[src/rtl/add_sub_33_reg.sv]
// Registered 33-bit adder/subtractor: A+B and A-B with carry-out, one-cycle latency.
// Optional signed-overflow outputs Ovf_add/Ovf_sub are built when ADD_SUB_33_OVF_EN is defined.
module add_sub_33_reg #(
    parameter int WIDTH = 33,
    parameter int BLK_W = 8
) (
    input  logic             clock,
    input  logic             reset,
    input  logic             in_valid,
    input  logic [WIDTH-1:0] A,
    input  logic [WIDTH-1:0] B,
    output logic             out_valid,
    output logic [WIDTH-1:0] S_add,
    output logic             Cout_add,
    output logic [WIDTH-1:0] S_sub,
    output logic             Cout_sub
`ifdef ADD_SUB_33_OVF_EN
    ,
    output logic             Ovf_add,
    output logic             Ovf_sub
`endif
);

    localparam int NBLK = (WIDTH + BLK_W - 1) / BLK_W;

    // Two-level carry lookahead; returns {carry_out, sum}.
    function automatic logic [WIDTH:0] cla_add(
        input logic [WIDTH-1:0] a,
        input logic [WIDTH-1:0] b,
        input logic             cin
    );
        logic [WIDTH-1:0] g;
        logic [WIDTH-1:0] p;
        logic [WIDTH-1:0] sum;
        logic [WIDTH:0]   c;
        logic [NBLK-1:0]  bg;
        logic [NBLK-1:0]  bp;
        logic [NBLK:0]    bc;
        logic             pre;
        logic             ci;
        g = a & b;
        p = a ^ b;
        for (int k = 0; k < NBLK; k++) begin
            bg[k] = 1'b0;
            bp[k] = 1'b1;
            for (int i = 0; i < BLK_W; i++) begin
                if (k * BLK_W + i < WIDTH) begin
                    bg[k] = g[k*BLK_W+i] | (p[k*BLK_W+i] & bg[k]);
                    bp[k] = bp[k] & p[k*BLK_W+i];
                end
            end
        end
        // Each block carry is a flat sum-of-products over all lower blocks.
        bc[0] = cin;
        for (int k = 0; k < NBLK; k++) begin
            bc[k+1] = bg[k];
            pre     = bp[k];
            for (int j = k - 1; j >= 0; j--) begin
                bc[k+1] = bc[k+1] | (pre & bg[j]);
                pre     = pre & bp[j];
            end
            bc[k+1] = bc[k+1] | (pre & cin);
        end
        c[0] = cin;
        for (int idx = 0; idx < WIDTH; idx++) begin
            ci         = ((idx % BLK_W) == 0) ? bc[idx/BLK_W] : c[idx];
            sum[idx]   = p[idx] ^ ci;
            c[idx+1]   = g[idx] | (p[idx] & ci);
        end
        return {c[WIDTH], sum};
    endfunction

    logic [WIDTH:0]   add_res;
    logic [WIDTH:0]   sub_res;
    logic [WIDTH-1:0] b_inv;

    logic             out_valid_q, out_valid_d;
    logic [WIDTH-1:0] s_add_q, s_add_d;
    logic [WIDTH-1:0] s_sub_q, s_sub_d;
    logic             cout_add_q, cout_add_d;
    logic             cout_sub_q, cout_sub_d;
`ifdef ADD_SUB_33_OVF_EN
    logic             ovf_add_q, ovf_add_d;
    logic             ovf_sub_q, ovf_sub_d;
    logic             cin_msb_add;
    logic             cin_msb_sub;
`endif

    always_comb begin
        b_inv   = ~B;
        add_res = cla_add(A, B, 1'b0);
        sub_res = cla_add(A, b_inv, 1'b1);
    end

`ifdef ADD_SUB_33_OVF_EN
    // Carry into the MSB is recovered from the MSB sum bit and its operand bits.
    always_comb begin
        cin_msb_add = add_res[WIDTH-1] ^ A[WIDTH-1] ^ B[WIDTH-1];
        cin_msb_sub = sub_res[WIDTH-1] ^ A[WIDTH-1] ^ b_inv[WIDTH-1];
    end
`endif

    always_comb begin
        out_valid_d = in_valid;
        s_add_d     = s_add_q;
        s_sub_d     = s_sub_q;
        cout_add_d  = cout_add_q;
        cout_sub_d  = cout_sub_q;
`ifdef ADD_SUB_33_OVF_EN
        ovf_add_d   = ovf_add_q;
        ovf_sub_d   = ovf_sub_q;
`endif
        if (in_valid) begin
            s_add_d    = add_res[WIDTH-1:0];
            cout_add_d = add_res[WIDTH];
            s_sub_d    = sub_res[WIDTH-1:0];
            cout_sub_d = sub_res[WIDTH];
`ifdef ADD_SUB_33_OVF_EN
            ovf_add_d  = cin_msb_add ^ add_res[WIDTH];
            ovf_sub_d  = cin_msb_sub ^ sub_res[WIDTH];
`endif
        end
    end

    always_ff @(posedge clock) begin
        if (reset) begin
            out_valid_q <= 1'b0;
            s_add_q     <= '0;
            s_sub_q     <= '0;
            cout_add_q  <= 1'b0;
            cout_sub_q  <= 1'b0;
`ifdef ADD_SUB_33_OVF_EN
            ovf_add_q   <= 1'b0;
            ovf_sub_q   <= 1'b0;
`endif
        end else begin
            out_valid_q <= out_valid_d;
            s_add_q     <= s_add_d;
            s_sub_q     <= s_sub_d;
            cout_add_q  <= cout_add_d;
            cout_sub_q  <= cout_sub_d;
`ifdef ADD_SUB_33_OVF_EN
            ovf_add_q   <= ovf_add_d;
            ovf_sub_q   <= ovf_sub_d;
`endif
        end
    end

    assign out_valid = out_valid_q;
    assign S_add     = s_add_q;
    assign S_sub     = s_sub_q;
    assign Cout_add  = cout_add_q;
    assign Cout_sub  = cout_sub_q;
`ifdef ADD_SUB_33_OVF_EN
    assign Ovf_add   = ovf_add_q;
    assign Ovf_sub   = ovf_sub_q;
`endif

endmodule

[config.mk]
export PLATFORM = sky130hd
export DESIGN_NAME = add_sub_33_reg
export DESIGN_NICKNAME = d
export VERILOG_FILES = /design/src/rtl/add_sub_33_reg.sv
export SDC_FILE = /design/constraint.sdc
export NUM_CORES = 1
export LEC_CHECK = 0
export CORE_ASPECT_RATIO = 0.6
export CORE_MARGIN = 1.5
export CORE_UTILIZATION = 53
export DETAILED_ROUTE_END_ITERATION = 8
export GPL_TIMING_DRIVEN = 1
export PLACE_DENSITY = 0.87
export SYNTH_ARGS = -nofsm -noshare
export SYNTH_HDL_FRONTEND = slang
export SYNTH_SLANG_ARGS = --single-unit
[constraint.sdc]
create_clock -name clock -period 13.24 [get_ports clock]
set_input_delay 2.648 -clock clock [delete_from_list [all_inputs] [get_ports clock]]
set_output_delay 2.648 -clock clock [all_outputs]
set_load 0.01 [all_outputs]
==> results of run 1 <==
## cell families after synthesis
family,count (synthesis),share of synthesized area
compound gates,80,0.115
xor+xnor,7,0.0122
fa+ha+maj,115,0.371
buf+inv,92,0.0704
flops,68,0.271
mux,37,0.0737
simple gates,102,0.0863
## metal layers
| metal | GRT usage | vias to the layer above | share of wire |
|---|---|---|---|
| met5 | 0 | - | 0 |
| met4 | 0.0652 | 0 | 0.011 |
| met3 | 0.0743 | 17 | 0.067 |
| met2 | 0.437 | 137 | 0.46 |
| met1 | 0.349 | 1922 | 0.47 |
| li1 | - | 1930 | - |
## worst register-to-register path, stage by stage, from the launching register on
cell	delay, ns
dfxtp_1	0.33
nor2_1	0.05
a211oi_1	0.26
## per-stage QoR
stage	cell area [um2]	worst slack, ns	utilization	hold slack (ns)
after detailed placement	6480	2.83	0.705	0.471
after global routing	6800	2.91	0.740	0.508
after CTS	6800	3.18	0.740	0.479
final	6800	3.20	0.740	0.478
after floorplan	5030	3.78	-	0.498
after global placement	6480	2.96	0.705	0.466
## sequential cells by signal, summed over array words and instances (netlist names)
signal,cells
S_add,33
S_sub,32
Cout_add,1
Cout_sub,1
out_valid,1
## worst paths after layout
path,startpoint,to,slack (ns),cells after the start
setup reg to reg,S_sub[18],S_sub[18],12.49,2
setup / recovery,A[0],S_add[31],3.20,24
hold reg to reg,S_add[32],S_add[32],0.48,2
hold / removal,S_add[32],S_add[32],0.48,2
## layout by cell type (no fill, tap or decap), types with 9 or more instances in the layout
master,Yosys,final
o21ai_0,11,11
nor2_1,80,80
a21oi_1,12,12
mux2i_1,37,37
ha_1,58,58
clkdlybuf4s50_1,0,135
dfxtp_1,68,68
fa_1,57,57
inv_1,71,71
a211oi_1,34,34
clkbuf_16,0,9
## cell type report
| cell class | instances | area, um2 |
|---|---|---|
| Clock buffer | 9 | 225 |
| Multi-Input combinational cell | 341 | 3310 |
| Clock inverter | 7 | 98.8 |
| Sequential cell | 68 | 1360 |
| Timing Repair Buffer | 138 | 1370 |
| Tap cell | 130 | 163 |
| Fill cell | 652 | 2390 |
| Inverter | 72 | 270 |
## power groups by stage
stage	logic, W	registers (W)	clock network [W]
6_report	0.000220	0.000239	0.000265
5_1_grt	0.000243	0.000242	0.000280
4_1_cts	0.000221	0.000239	0.000270
3_5_place_dp	0.000218	0.000243	0
3_3_place_gp	0.000210	0.000242	0
2_1_floorplan	0.000103	0.000252	0
==> flow_summary.yaml, run 1 <==
routing:
  ant_nets: 0
  first_pass_iters: 4
  wire_per_inst_um: 16.3
  wl_mm: 12.4
  dr_total_vias: 4006
  route.detailed.drc: 0
  drt_iter0_drc: 155
  viasPerCell: 5.24
sta:
  worst-slew-pin-transition_ns: 1.20
  hold_violations: 0
  period_share: 0.758
  setup_viol: 0
  drv_slew: 0
  skew_ns: 0
  timing.fmax_mhz: 99.6
  slew_headroom: 0.197
  rsz0062_at_grt: "false"
  fin_tns_setup_ns: 0
  fin_crit_ns: 10.04
die:
  die_w_um: 129
  dieArea_um2: 10100
  start_util: 0.547
  core_area_um2: 9190
  fp-row-count: 27
  io_pins: 138
  chipHeight_um: 78.5
clock_tree:
  clock_latency_ns: 0.34
  postCtsHoldBufs: 0
  cts_inserted_buffers: 9
  htree_levels: 3
  ctsResizeCount: 0
  clkTransAtPathRegs_ns: 0.06
  clkSinkCount: 68
  cts_setup_buffers: 0
  clock-root-buffer: "clkbuf_16"
  cts_tree: "done"
  clockBufferDepth: 2
power_and_ir_drop:
  p_clk_frac: 0.366
  p_comb_frac: 0.304
  total_power_w: 0.000724
  irDropWorstVdd_v: 0.0000723
  powerDensity_nw_per_um2: 106
  switchingPower_w: 0.000218
  power_frac_seq: 0.330
  intPower_w: 0.000506
  sw_frac_of_total: 0.301
  leakagePower_nw: 3.02
global_routing:
  grt_usage: 0.266
  grt_max_degree: 99
  grt_pass1_vias: 4157
  grt_antenna_before_repair: 0
  overflow: 0
  grt_pass1_wl_mm: 20.6
worst_setup_path:
  crit_top_cell: "fa_1"
  crit_type: "in2reg"
  crit_chain: "clkdlybuf4s50_1 > ha_1 > fa_1 > fa_1 > fa_1 > fa_1 > fa_1 > fa_1 > fa_1 > nor2b_1 > o21ai_1 > o211a_1 > o41ai_2 > a2111o_1 > fa_1 > fa_1 > fa_1 > fa_1 > fa_1 > fa_1 > fa_1 > xnor2_1 > mux2i_1 > nor2_1"
  crit_path_end_kind: "register"
  worstPathArrival_ns: 10.24
  start_kind: "input port"
  crit_family: "adder cells"
  critPathMaxFanout: 3
  cp.required_ns: 13.44
  crit_path_max_incr_delay_ns: 0.45
  cpMaxStageDelayCell: "clkdlybuf4s50_1"
  crit_buf_inv: 1
synth:
  yosysTopAreaCellShare: 0.271
  ys_types: 38
  synth_edf_count: 0
  synth_top_area_cell: "dfxtp_1"
  ys_top_cells_by_count: "nor2_1 (80), inv_1 (71), dfxtp_1 (68)"
  syn_area_um2: 5030
  synthMostInstantiatedCell: "nor2_1"
  ys_async_sr_fraction: 0
  ys.flop_type: "dfxtp_1"
  yosysWarnings: 0
  synth_nets: 685
  avgSynthCellArea_um2: 10.0
  syn-instance-count: 501
  ys_seq_elements: 68
  ys_seq_area_frac: 0.271
  synthTopCellsByArea: "dfxtp_1 (27%), fa_1 (23%), ha_1 (14%), mux2i_1 (7.4%), nor2_1 (6.0%)"
cells_and_area:
  nNetsFinal: 814
  antenna_cells: 0
  layout-drive-gt1-share: 0.0425
  area_delta_synth_final_pct: 35.3
  finalNonFillerCells: 765
run_status:
  status: "finished clean"
run:
  max-cap-violations: 0
placed_design:
  place.gp.congestion: 0.839
  post-dp-hpwl_mm: 9.48
  port_buffers: 137
  dp_cells: 749
hold_path:
  hp-class: "reg2reg"
(Power assumes the default switching activity.)
==> run 2, diff against run 1 <==
--- a/config.mk
+++ b/config.mk
@@ -7,10 +7,10 @@
 export LEC_CHECK = 0
 export CORE_ASPECT_RATIO = 0.6
 export CORE_MARGIN = 1.5
-export CORE_UTILIZATION = 53
+export CORE_UTILIZATION = 49
 export DETAILED_ROUTE_END_ITERATION = 8
 export GPL_TIMING_DRIVEN = 1
-export PLACE_DENSITY = 0.87
+export PLACE_DENSITY = 0.81
 export SYNTH_ARGS = -nofsm -noshare
 export SYNTH_HDL_FRONTEND = slang
 export SYNTH_SLANG_ARGS = --single-unit
==> constraint.sdc (replaced) <==
create_clock -name clock -period 9.4 [get_ports clock]
set_input_delay 1.88 -clock clock [delete_from_list [all_inputs] [get_ports clock]]
set_output_delay 1.88 -clock clock [all_outputs]
set_load 0.01 [all_outputs]
==> flow_summary.yaml, run 2 (same netlist as run 1, synthesis figures left out) <==
sta:
  fin_tns_setup_ns: 0
  skew_ns: 0
  rsz0062_at_grt: "false"
  setup_viol: 0
  hold_violations: 0
  drv_slew: 0
  slew_headroom: 0.502
  fin_crit_ns: 9.16
  timing.fmax_mhz: 109
  period_share: 0.975
  worst-slew-pin-transition_ns: 0.747
power_and_ir_drop:
  irDropWorstVdd_v: 0.000103
  total_power_w: 0.00101
  powerDensity_nw_per_um2: 147
  leakagePower_nw: 3.05
clock_tree:
  clockBufferDepth: 2
  cts_inserted_buffers: 9
  cts_tree: "done"
  cts_setup_buffers: 0
  htree_levels: 3
  clkTransAtPathRegs_ns: 0.06
  clkSinkCount: 68
  clock-root-buffer: "clkbuf_16"
  clock_latency_ns: 0.33
global_routing:
  grt_pass1_wl_mm: 19.7
  grt_antenna_before_repair: 0
  grt_usage: 0.235
  grt_pass1_vias: 4029
  grt_max_degree: 69
  overflow: 0
cells_and_area:
  nNetsFinal: 821
  seqCellArea_um2: 1360
  antenna_cells: 0
  layout_commonest_cell: "clkdlybuf4s50_1"
  finalNonFillerCells: 777
  layout-drive-gt1-share: 0.0530
  multi_input_area_um2: 3320
  largest_reg_flops: 33
  n_fill_cell: 743
  final_cell_mix: "clkdlybuf4s50_1 (135), nor2_1 (80), inv_1 (71)"
  area_delta_synth_final_pct: 36.5
routing:
  wl_mm: 12.1
  first_pass_iters: 4
  wire_per_inst_um: 15.5
  drt_iter0_drc: 153
  ant_nets: 0
  dr_total_vias: 4010
  viasPerCell: 5.16
  route.detailed.drc: 0
placed_design:
  dp_cells: 761
  post-dp-hpwl_mm: 9.54
  place.gp.congestion: 0.795
  port_buffers: 137
worst_setup_path:
  worstPathArrival_ns: 9.35
  cpMaxStageDelayCell: "clkdlybuf4s50_1"
  crit_chain: "clkdlybuf4s50_1 > ha_1 > fa_1 > fa_1 > fa_1 > fa_2 > fa_1 > fa_1 > fa_2 > nor2b_1 > o21ai_1 > o211a_1 > o41ai_2 > a2111o_1 > fa_1 > fa_1 > fa_1 > fa_1 > fa_1 > fa_1 > fa_1 > xnor2_1 > mux2i_1 > nor2_1"
  crit_family: "adder cells"
  crit_top_cell: "fa_1"
  crit_path_max_incr_delay_ns: 0.43
  critPathMaxFanout: 2
  crit_buf_inv: 1
  cp.required_ns: 9.59
  crit_path_end_kind: "register"
  crit_type: "in2reg"
  start_kind: "input port"
die:
  dieArea_um2: 10900
  die_w_um: 134
  core_area_um2: 9910
  chipHeight_um: 81.5
  fp-row-count: 28
  io_pins: 138
  start_util: 0.507
hold_path:
  hp-class: "reg2reg"
run_status:
  status: "finished clean"
run:
  max-cap-violations: 0
[run 2: repair_timing]
item | 4_1_cts | 5_1_grt
gates resized for setup | 0 | 2
setup endpoints to repair | 0 | 2
hold buffers | 0 | 0
[run 2: cell type report]
class	instances	area share
Clock inverter	4	0.0106
Timing Repair Buffer	145	0.208
Clock buffer	12	0.0359
Inverter	72	0.0394
Sequential cell	68	0.198
Tap cell	135	0.0246
Multi-Input combinational cell	341	0.484
[run 2: path summary, 6_finish.rpt]
path | startpoint | end | slack [ns] | cells after the start
setup / recovery | A[0] | S_add[31] | 0.24 | 24
hold / removal | S_sub[27] | S_sub[27] | 0.48 | 2
hold reg to reg | S_sub[27] | S_sub[27] | 0.48 | 2
setup reg to reg | S_sub[8] | S_sub[8] | 8.69 | 2
[run 2: stage by stage]
stage / setup slack, ns / utilization / hold WS, ns / area (um2)
floorplan: 0.705 / - / 0.498 / 5030
global placement: -0.0642 / 0.659 / 0.466 / 6540
detailed placement: -0.219 / 0.659 / 0.468 / 6540
CTS: 0.131 / 0.692 / 0.475 / 6860
global route: 0.0469 / 0.692 / 0.495 / 6860
finish: 0.239 / 0.692 / 0.476 / 6860
[run 2: layer usage]
layer	vias up	wire length, um	global-route usage
met5	-	0	0
met4	0	133	0.0609
met3	12	752	0.0673
met2	119	5210	0.367
met1	1940	5970	0.323
li1	1939	-	-
[run 2: power by group]
group	switching (W)	leakage [nW]	internal (W)
Clock	0.000124	0.153	0.000239
Sequential	0.0000171	0.564	0.000320
Combinational	0.000149	2.33	0.000160
Total	0.000290	3.05	0.000719
[run 2: worst register-to-register path: cells and delay by family (launching register included)]
| kind | cells | cell delay, ns |
|---|---|---|
| AOI/OAI and AO/OA | 1 | 0.22 |
| DFF | 1 | 0.34 |
| and+or+nand+nor | 1 | 0.05 |
